==> config.mk <==
export PLATFORM = sky130hd
export DESIGN_NAME = clk_freq_monitor_flat
export DESIGN_NICKNAME = d
export VERILOG_FILES = /design/src/rtl/clk_mon_pkg.sv /design/src/rtl/clk_freq_monitor_if.sv /design/src/rtl/clk_mon_edge_sync.sv /design/src/rtl/clk_freq_monitor.sv /design/src/flat_wrapper.sv
export SDC_FILE = /design/constraint.sdc
export NUM_CORES = 1
export LEC_CHECK = 0
export BUFFER_PORTS_ARGS = -buffer_cell sky130_fd_sc_hd__buf_2
export CORE_ASPECT_RATIO = 1.5
export CORE_MARGIN = 2
export CORE_UTILIZATION = 61
export DETAILED_ROUTE_END_ITERATION = 10
export PLACE_DENSITY = 0.8
export SLEW_MARGIN = 20
export SYNTH_ARGS = -nofsm -noshare
export SYNTH_HDL_FRONTEND = slang
export SYNTH_SLANG_ARGS = --single-unit
==> constraint.sdc <==
create_clock -name refclk -period 4.6 [get_ports refclk]
set_clock_uncertainty 0.2 [all_clocks]
set_input_delay 0.23 -clock refclk [delete_from_list [all_inputs] [get_ports refclk]]
set_output_delay 0.23 -clock refclk [all_outputs]
set_load 0.005 [all_outputs]
==> src/rtl/clk_mon_pkg.sv <==
// clk_mon_pkg: shared FSM state type and width helpers for the clock frequency monitor
package clk_mon_pkg;

    typedef enum logic [1:0] {IDLE, SETTLE, MEASURE} state_e;

    function automatic int gate_w(input int n);
        return n > 1 ? $clog2(n) : 1;
    endfunction

    function automatic int diff_w(input int cnt_w);
        return cnt_w + 1;
    endfunction

endpackage

==> src/rtl/clk_freq_monitor_if.sv <==
// clk_freq_monitor_if: measured clock, enable and results bundle; CLK_MON_MINMAX_EN adds count_min/count_max
interface clk_freq_monitor_if #(
    parameter int CNT_W = 16
);
    logic             meas_clk;
    logic             enable;
    logic [CNT_W-1:0] count;
    logic             count_valid;
    logic             in_range;
    logic             stuck;
    logic             locked;
    logic             lost;
`ifdef CLK_MON_MINMAX_EN
    logic [CNT_W-1:0] count_min;
    logic [CNT_W-1:0] count_max;

    modport master (
        output meas_clk, enable,
        input  count, count_valid, in_range, stuck, locked, lost, count_min, count_max
    );
    modport slave (
        input  meas_clk, enable,
        output count, count_valid, in_range, stuck, locked, lost, count_min, count_max
    );
`else
    modport master (
        output meas_clk, enable,
        input  count, count_valid, in_range, stuck, locked, lost
    );
    modport slave (
        input  meas_clk, enable,
        output count, count_valid, in_range, stuck, locked, lost
    );
`endif
endinterface

==> src/rtl/clk_mon_edge_sync.sv <==
// clk_mon_edge_sync: 2-FF synchroniser plus rising-edge pulse for an asynchronous input
module clk_mon_edge_sync (
    input  logic clk,
    input  logic rst,
    input  logic async_i,
    output logic rise_o
);
    logic [2:0] sync_q;

    always_ff @(posedge clk) begin
        sync_q <= rst ? 3'b000 : {sync_q[1:0], async_i};
    end

    assign rise_o = sync_q[1] & ~sync_q[2];
endmodule

==> src/rtl/clk_freq_monitor.sv <==
// clk_freq_monitor: gated edge count of meas_clk vs refclk with range check and lock; CLK_MON_MINMAX_EN adds min/max tracking
module clk_freq_monitor
    import clk_mon_pkg::*;
#(
    parameter int GATE_CYCLES  = 24000,
    parameter int CNT_W        = 16,
    parameter int EXP_COUNT    = 4020,
    parameter int TOL          = 8,
    parameter int LOCK_WINDOWS = 4
) (
    input logic               refclk,
    input logic               reset,
    clk_freq_monitor_if.slave mon
);
    localparam int GW = gate_w(GATE_CYCLES);
    localparam int DW = diff_w(CNT_W);
    localparam int LW = gate_w(LOCK_WINDOWS + 1);
    localparam logic [CNT_W-1:0] CNT_MAX = '1;

    state_e                 state_q;
    logic [GW-1:0]          gate_q;
    logic [CNT_W-1:0]       edges_q, edges_d, count_q;
    logic [LW-1:0]          good_q, good_d;
    logic                   valid_q, in_range_q, stuck_q, locked_q, lost_q;
    logic                   edge_p, win_end, eval, in_range_d;
    logic signed [DW-1:0]   diff, adiff;

    clk_mon_edge_sync u_sync (
        .clk     (refclk),
        .rst     (reset),
        .async_i (mon.meas_clk),
        .rise_o  (edge_p)
    );

    // An edge arriving on the closing cycle is folded into that window's result.
    always_comb begin
        win_end    = gate_q == GW'(GATE_CYCLES - 1);
        eval       = mon.enable && state_q == MEASURE && win_end;
        edges_d    = (edge_p && edges_q != CNT_MAX) ? edges_q + CNT_W'(1) : edges_q;
        diff       = $signed({1'b0, edges_d}) - $signed(DW'(EXP_COUNT));
        adiff      = diff[DW-1] ? -diff : diff;
        in_range_d = adiff <= $signed(DW'(TOL));
        good_d     = good_q == LW'(LOCK_WINDOWS) ? good_q : good_q + LW'(1);
    end

    always_ff @(posedge refclk) begin
        if (reset) begin
            state_q    <= IDLE;
            gate_q     <= '0;
            edges_q    <= '0;
            count_q    <= '0;
            good_q     <= '0;
            valid_q    <= 1'b0;
            in_range_q <= 1'b0;
            stuck_q    <= 1'b0;
            locked_q   <= 1'b0;
            lost_q     <= 1'b0;
        end else begin
            valid_q <= 1'b0;
            lost_q  <= 1'b0;
            if (!mon.enable) begin
                state_q  <= IDLE;
                gate_q   <= '0;
                edges_q  <= '0;
                good_q   <= '0;
                locked_q <= 1'b0;
            end else if (state_q == IDLE) begin
                state_q <= SETTLE;
            end else begin
                gate_q  <= win_end ? '0 : gate_q + GW'(1);
                edges_q <= win_end ? '0 : edges_d;
                if (win_end)
                    state_q <= MEASURE;
                if (eval) begin
                    valid_q    <= 1'b1;
                    count_q    <= edges_d;
                    in_range_q <= in_range_d;
                    stuck_q    <= edges_d == '0;
                    good_q     <= in_range_d ? good_d : '0;
                    locked_q   <= in_range_d && good_d == LW'(LOCK_WINDOWS);
                    lost_q     <= !in_range_d && locked_q;
                end
            end
        end
    end

    assign mon.count       = count_q;
    assign mon.count_valid = valid_q;
    assign mon.in_range    = in_range_q;
    assign mon.stuck       = stuck_q;
    assign mon.locked      = locked_q;
    assign mon.lost        = lost_q;

`ifdef CLK_MON_MINMAX_EN
    logic [CNT_W-1:0] min_q, max_q;
    logic             first_q;

    // Extremes restart from the first result after each enable rise.
    always_ff @(posedge refclk) begin
        if (reset) begin
            min_q   <= '0;
            max_q   <= '0;
            first_q <= 1'b1;
        end else if (state_q == IDLE) begin
            first_q <= 1'b1;
        end else if (eval) begin
            min_q   <= (first_q || edges_d < min_q) ? edges_d : min_q;
            max_q   <= (first_q || edges_d > max_q) ? edges_d : max_q;
            first_q <= 1'b0;
        end
    end

    assign mon.count_min = min_q;
    assign mon.count_max = max_q;
`endif
endmodule

==> src/flat_wrapper.sv <==
// flat-port wrapper written by rule: the top's interface ports become plain ports
module clk_freq_monitor_flat import clk_mon_pkg::*;
#(
    parameter int GATE_CYCLES  = 24000,
    parameter int CNT_W        = 16,
    parameter int EXP_COUNT    = 4020,
    parameter int TOL          = 8,
    parameter int LOCK_WINDOWS = 4
)
  (refclk, reset, mon_meas_clk, mon_enable, mon_count, mon_count_valid, mon_in_range, mon_stuck, mon_locked, mon_lost);
  clk_freq_monitor_if #(.CNT_W(CNT_W)) mon_i ();
  input logic refclk;
  input logic reset;
  input wire logic [$bits(mon_i.meas_clk)-1:0] mon_meas_clk;
  input wire logic [$bits(mon_i.enable)-1:0] mon_enable;
  output wire logic [$bits(mon_i.count)-1:0] mon_count;
  output wire logic [$bits(mon_i.count_valid)-1:0] mon_count_valid;
  output wire logic [$bits(mon_i.in_range)-1:0] mon_in_range;
  output wire logic [$bits(mon_i.stuck)-1:0] mon_stuck;
  output wire logic [$bits(mon_i.locked)-1:0] mon_locked;
  output wire logic [$bits(mon_i.lost)-1:0] mon_lost;
  assign mon_i.meas_clk = mon_meas_clk;
  assign mon_i.enable = mon_enable;
  assign mon_count = mon_i.count;
  assign mon_count_valid = mon_i.count_valid;
  assign mon_in_range = mon_i.in_range;
  assign mon_stuck = mon_i.stuck;
  assign mon_locked = mon_i.locked;
  assign mon_lost = mon_i.lost;
  clk_freq_monitor #(.GATE_CYCLES(GATE_CYCLES), .CNT_W(CNT_W), .EXP_COUNT(EXP_COUNT), .TOL(TOL), .LOCK_WINDOWS(LOCK_WINDOWS)) u_core (.refclk(refclk), .reset(reset), .mon(mon_i));
endmodule
==> impl_metrics.ini <==
[status]
outcome = completed

[place]
globalplace.congestion = 0.965
portBuffers = 24
post-place-ws_ns = 0.235
post-dp-hpwl_um = 8180

[sta]
totalNegativeSetupSlack_ns = 0
worst_pin_slew_ns = 1.00
holdWs_ns = 0.0811
min_period_ns = 4.32
hold_viol_final = 0
max_freq_mhz = 231
setup_viol = 0
slew_headroom_pct = 32.9
maxSlewViolCount = 0
finalWorstSetupSlack_ns = 0.277
fin_crit_sh_pct = 94.0

[cells_and_area]
antenna-diode-count = 0
fillers = 557
syn_to_final_growth_pct = 10.6
final_util_pct = 69.2
nNetsFinal = 544
drive_gt1_share_pct = 18.5

[detailed_routing]
first_pass_iters = 5
ant_nets = 0
route.detailed.drc = 0
num_vias = 4029
drtIter0Drc = 380
wire_per_inst_um = 17.9
drt_wl_total_um = 11000
vias_per_cell = 6.54

[synthesis]
synth_top_area_cell = dfxtp_1
yosys_warnings = 0
synthFlopType = dfxtp_1
synth_top_area_share_pct = 29.8
synth_enable_flop_cells = 0
yosysSeqAreaShare_pct = 29.8
syn_area_um2 = 4030
avgSynthCellArea_um2 = 7.87
synthCells = 512
synthArstFlopShare_pct = 0
ys_ff_latch = 60
syn_nets = 521
yosysUniqueCellTypes = 82
synth.top_cells.by_area = dfxtp_1 30%, nor2_1 6.4%, a21oi_1 5.6%

[worst_setup_path]
cp.required_ns = 4.69
cp_max_fo = 7
start_kind = register
crit_type = register to register
arrival_ns = 4.41
cp-end-kind = register

[die]
die_width_um = 70.4
io_pins = 25
start_util_pct = 62.6
core-area_um2 = 6440
dieArea_um2 = 7290
die_height_um = 104
rows = 36

[power_and_ir_drop]
powerDensity_nw_per_um2 = 222
ir_worst_vdd_mv = 0.230
p_leak_nw = 1.64
power_mw = 0.991

[global_route]
grt_pass1_vias = 3742
grt_overflow = 0
grt_pass1_wl_um = 17800
grt_use_total_pct = 30.6
grt_max_degree = 25
antenna_found_initial = 0

[clocking]
clock-sinks = 60
cts.clk_slew.worst_paths_ns = 0.06
cts-root-buf = clkbuf_8
htreeDepth = 3
cts_tree = done
clk_path_buf_depth = 2
clk_latency_ns = 0.36
cts_buffers = 9

[worst_hold_path]
hold_path_class = input pin to register

[run]
drv_cap = 0
-- registers in the layout (all words and copies together), names as in the netlist --
name and flops:
u_core.good_q 3, u_core.state_q 2, u_core.mon.lost 1, u_core.mon.in_range 1
u_core.u_sync.sync_q 3, u_core.gate_q 15, u_core.mon.stuck 1, u_core.edges_q 16
u_core.mon.locked 1, u_core.mon.count 16, u_core.mon.count_valid 1
-- critical path, stage by stage, from the launching register on --
cell and delay (ns):
dfxtp_1 0.48, nand4_1 0.29, or4_4 0.52, nand3_1 0.10
o21ai_0 0.15, ha_1 0.28, a211oi_4 0.33, a21oi_2 0.16
nor2_1 0.16, xor2_1 0.23, nor3_1 0.09, or3b_1 0.43
a2111oi_4 0.36, buf_4 0.20, nand3_1 0.07, a31oi_1 0.19
-- final timing paths --
check | startpoint | endpoint | slack [ns] | depth (start not counted)
min reg2reg | u_core.mon.locked | u_core.mon.lost | 0.25 | 2
max reg2reg | u_core.edges_q[9] | u_core.good_q[0] | 0.28 | 15
min | mon_enable | u_core.good_q[1] | 0.08 | 3
max | u_core.edges_q[9] | u_core.good_q[0] | 0.28 | 15
-- placed cells by master (no fill, tap or decap), types with 5 or more instances in the layout --
| master | Yosys | final |
|---|---|---|
| nor2b_1 | 8 | 8 |
| a21oi_1 | 45 | 45 |
| xnor2_1 | 12 | 12 |
| buf_2 | 9 | 24 |
| nand4_1 | 17 | 17 |
| buf_4 | 3 | 19 |
| ha_1 | 5 | 5 |
| a31oi_1 | 6 | 6 |
| nor2_1 | 69 | 69 |
| a22oi_1 | 8 | 8 |
| nor3_1 | 14 | 13 |
| and2_1 | 5 | 5 |
| and3_1 | 8 | 8 |
| o21ai_0 | 21 | 21 |
| xor2_1 | 11 | 11 |
| inv_1 | 8 | 8 |
| or3_1 | 8 | 8 |
| clkbuf_8 | 0 | 12 |
| dfxtp_1 | 60 | 58 |
| nand2_1 | 44 | 44 |
| a211oi_1 | 8 | 8 |
| nand3_1 | 22 | 21 |
-- repair_timing --
action,4_1_cts,5_1_grt
gates resized for setup,0,4
setup buffers,0,2
endpoints found under the hold margin,1,0
hold buffers,1,0
setup endpoints to repair,0,4
-- cells in the mapped netlist, types with 4 or more instances --
| master | n |
|---|---|
| nand3_1 | 22 |
| nand3b_1 | 4 |
| mux2i_1 | 4 |
| ha_1 | 5 |
| inv_1 | 8 |
| a211oi_1 | 8 |
| nor2_1 | 69 |
| nor3_1 | 14 |
| nand4_1 | 17 |
| a31oi_1 | 6 |
| clkbuf_1 | 20 |
| o21ai_0 | 21 |
| nor2b_1 | 8 |
| o31ai_1 | 4 |
| or2_2 | 4 |
| or3_1 | 8 |
| and3_1 | 8 |
| a22oi_1 | 8 |
| a21oi_1 | 45 |
| buf_2 | 9 |
| mux2_2 | 4 |
| nor4_1 | 4 |
| xor2_1 | 11 |
| xnor2_1 | 12 |
| and2_1 | 5 |
| dfxtp_1 | 60 |
| nand2_1 | 44 |
| nand4b_1 | 4 |
-- where the power goes --
| part | switching (mW) | total (mW) | internal (mW) | leakage [nW] |
|---|---|---|---|---|
| clock network | 0.199 | 0.439 | 0.239 | 0.0937 |
| logic | 0.0209 | 0.0281 | 0.00724 | 1.07 |
| registers | 0.00212 | 0.524 | 0.522 | 0.485 |
| total | 0.222 | 0.991 | 0.768 | 1.64 |
-- routing by layer --
layer / vias to the layer above / global-route usage [%] / routed length (um)
met3: 45 / 3.50 / 582
met2: 185 / 54.1 / 5700
met5: - / 0 / 0
li1: 1933 / - / -
met1: 1866 / 33.2 / 4180
met4: 0 / 20.7 / 549
-- area by class of cell --
type	instances	area, um2	area share (%)
clock buffer	15	176	3.96
clock inverter	1	5.00	0.112
inverter	8	30.0	0.674
multi-input combinational	412	2670	60.0
sequential	60	1200	27.0
tap	76	95.1	2.13
timing repair buffer	44	273	6.12
-- cell families (layout without fill, tap and decap cells) --
kind of cell             Yosys count  after routing  synth area share [%]
multiplexers                       9              9                  2.45
AO/OA/AOI/OAI                    139            139                  24.9
adder cells (fa/ha/maj)            5              5                  1.55
flip-flops                        60             60                  29.8
AND/OR/NAND/NOR                  236            236                  32.0
XOR/XNOR                          23             23                  5.00
buffers and inverters             40             68                  4.28
-- through the flow --
stage	instance area, um2	instances
floorplan	4030	512
global placement	4240	597
detailed placement	4240	597
CTS	4430	614
global route	4460	616
finish	4460	616
Power figures use the tool's default switching activity.
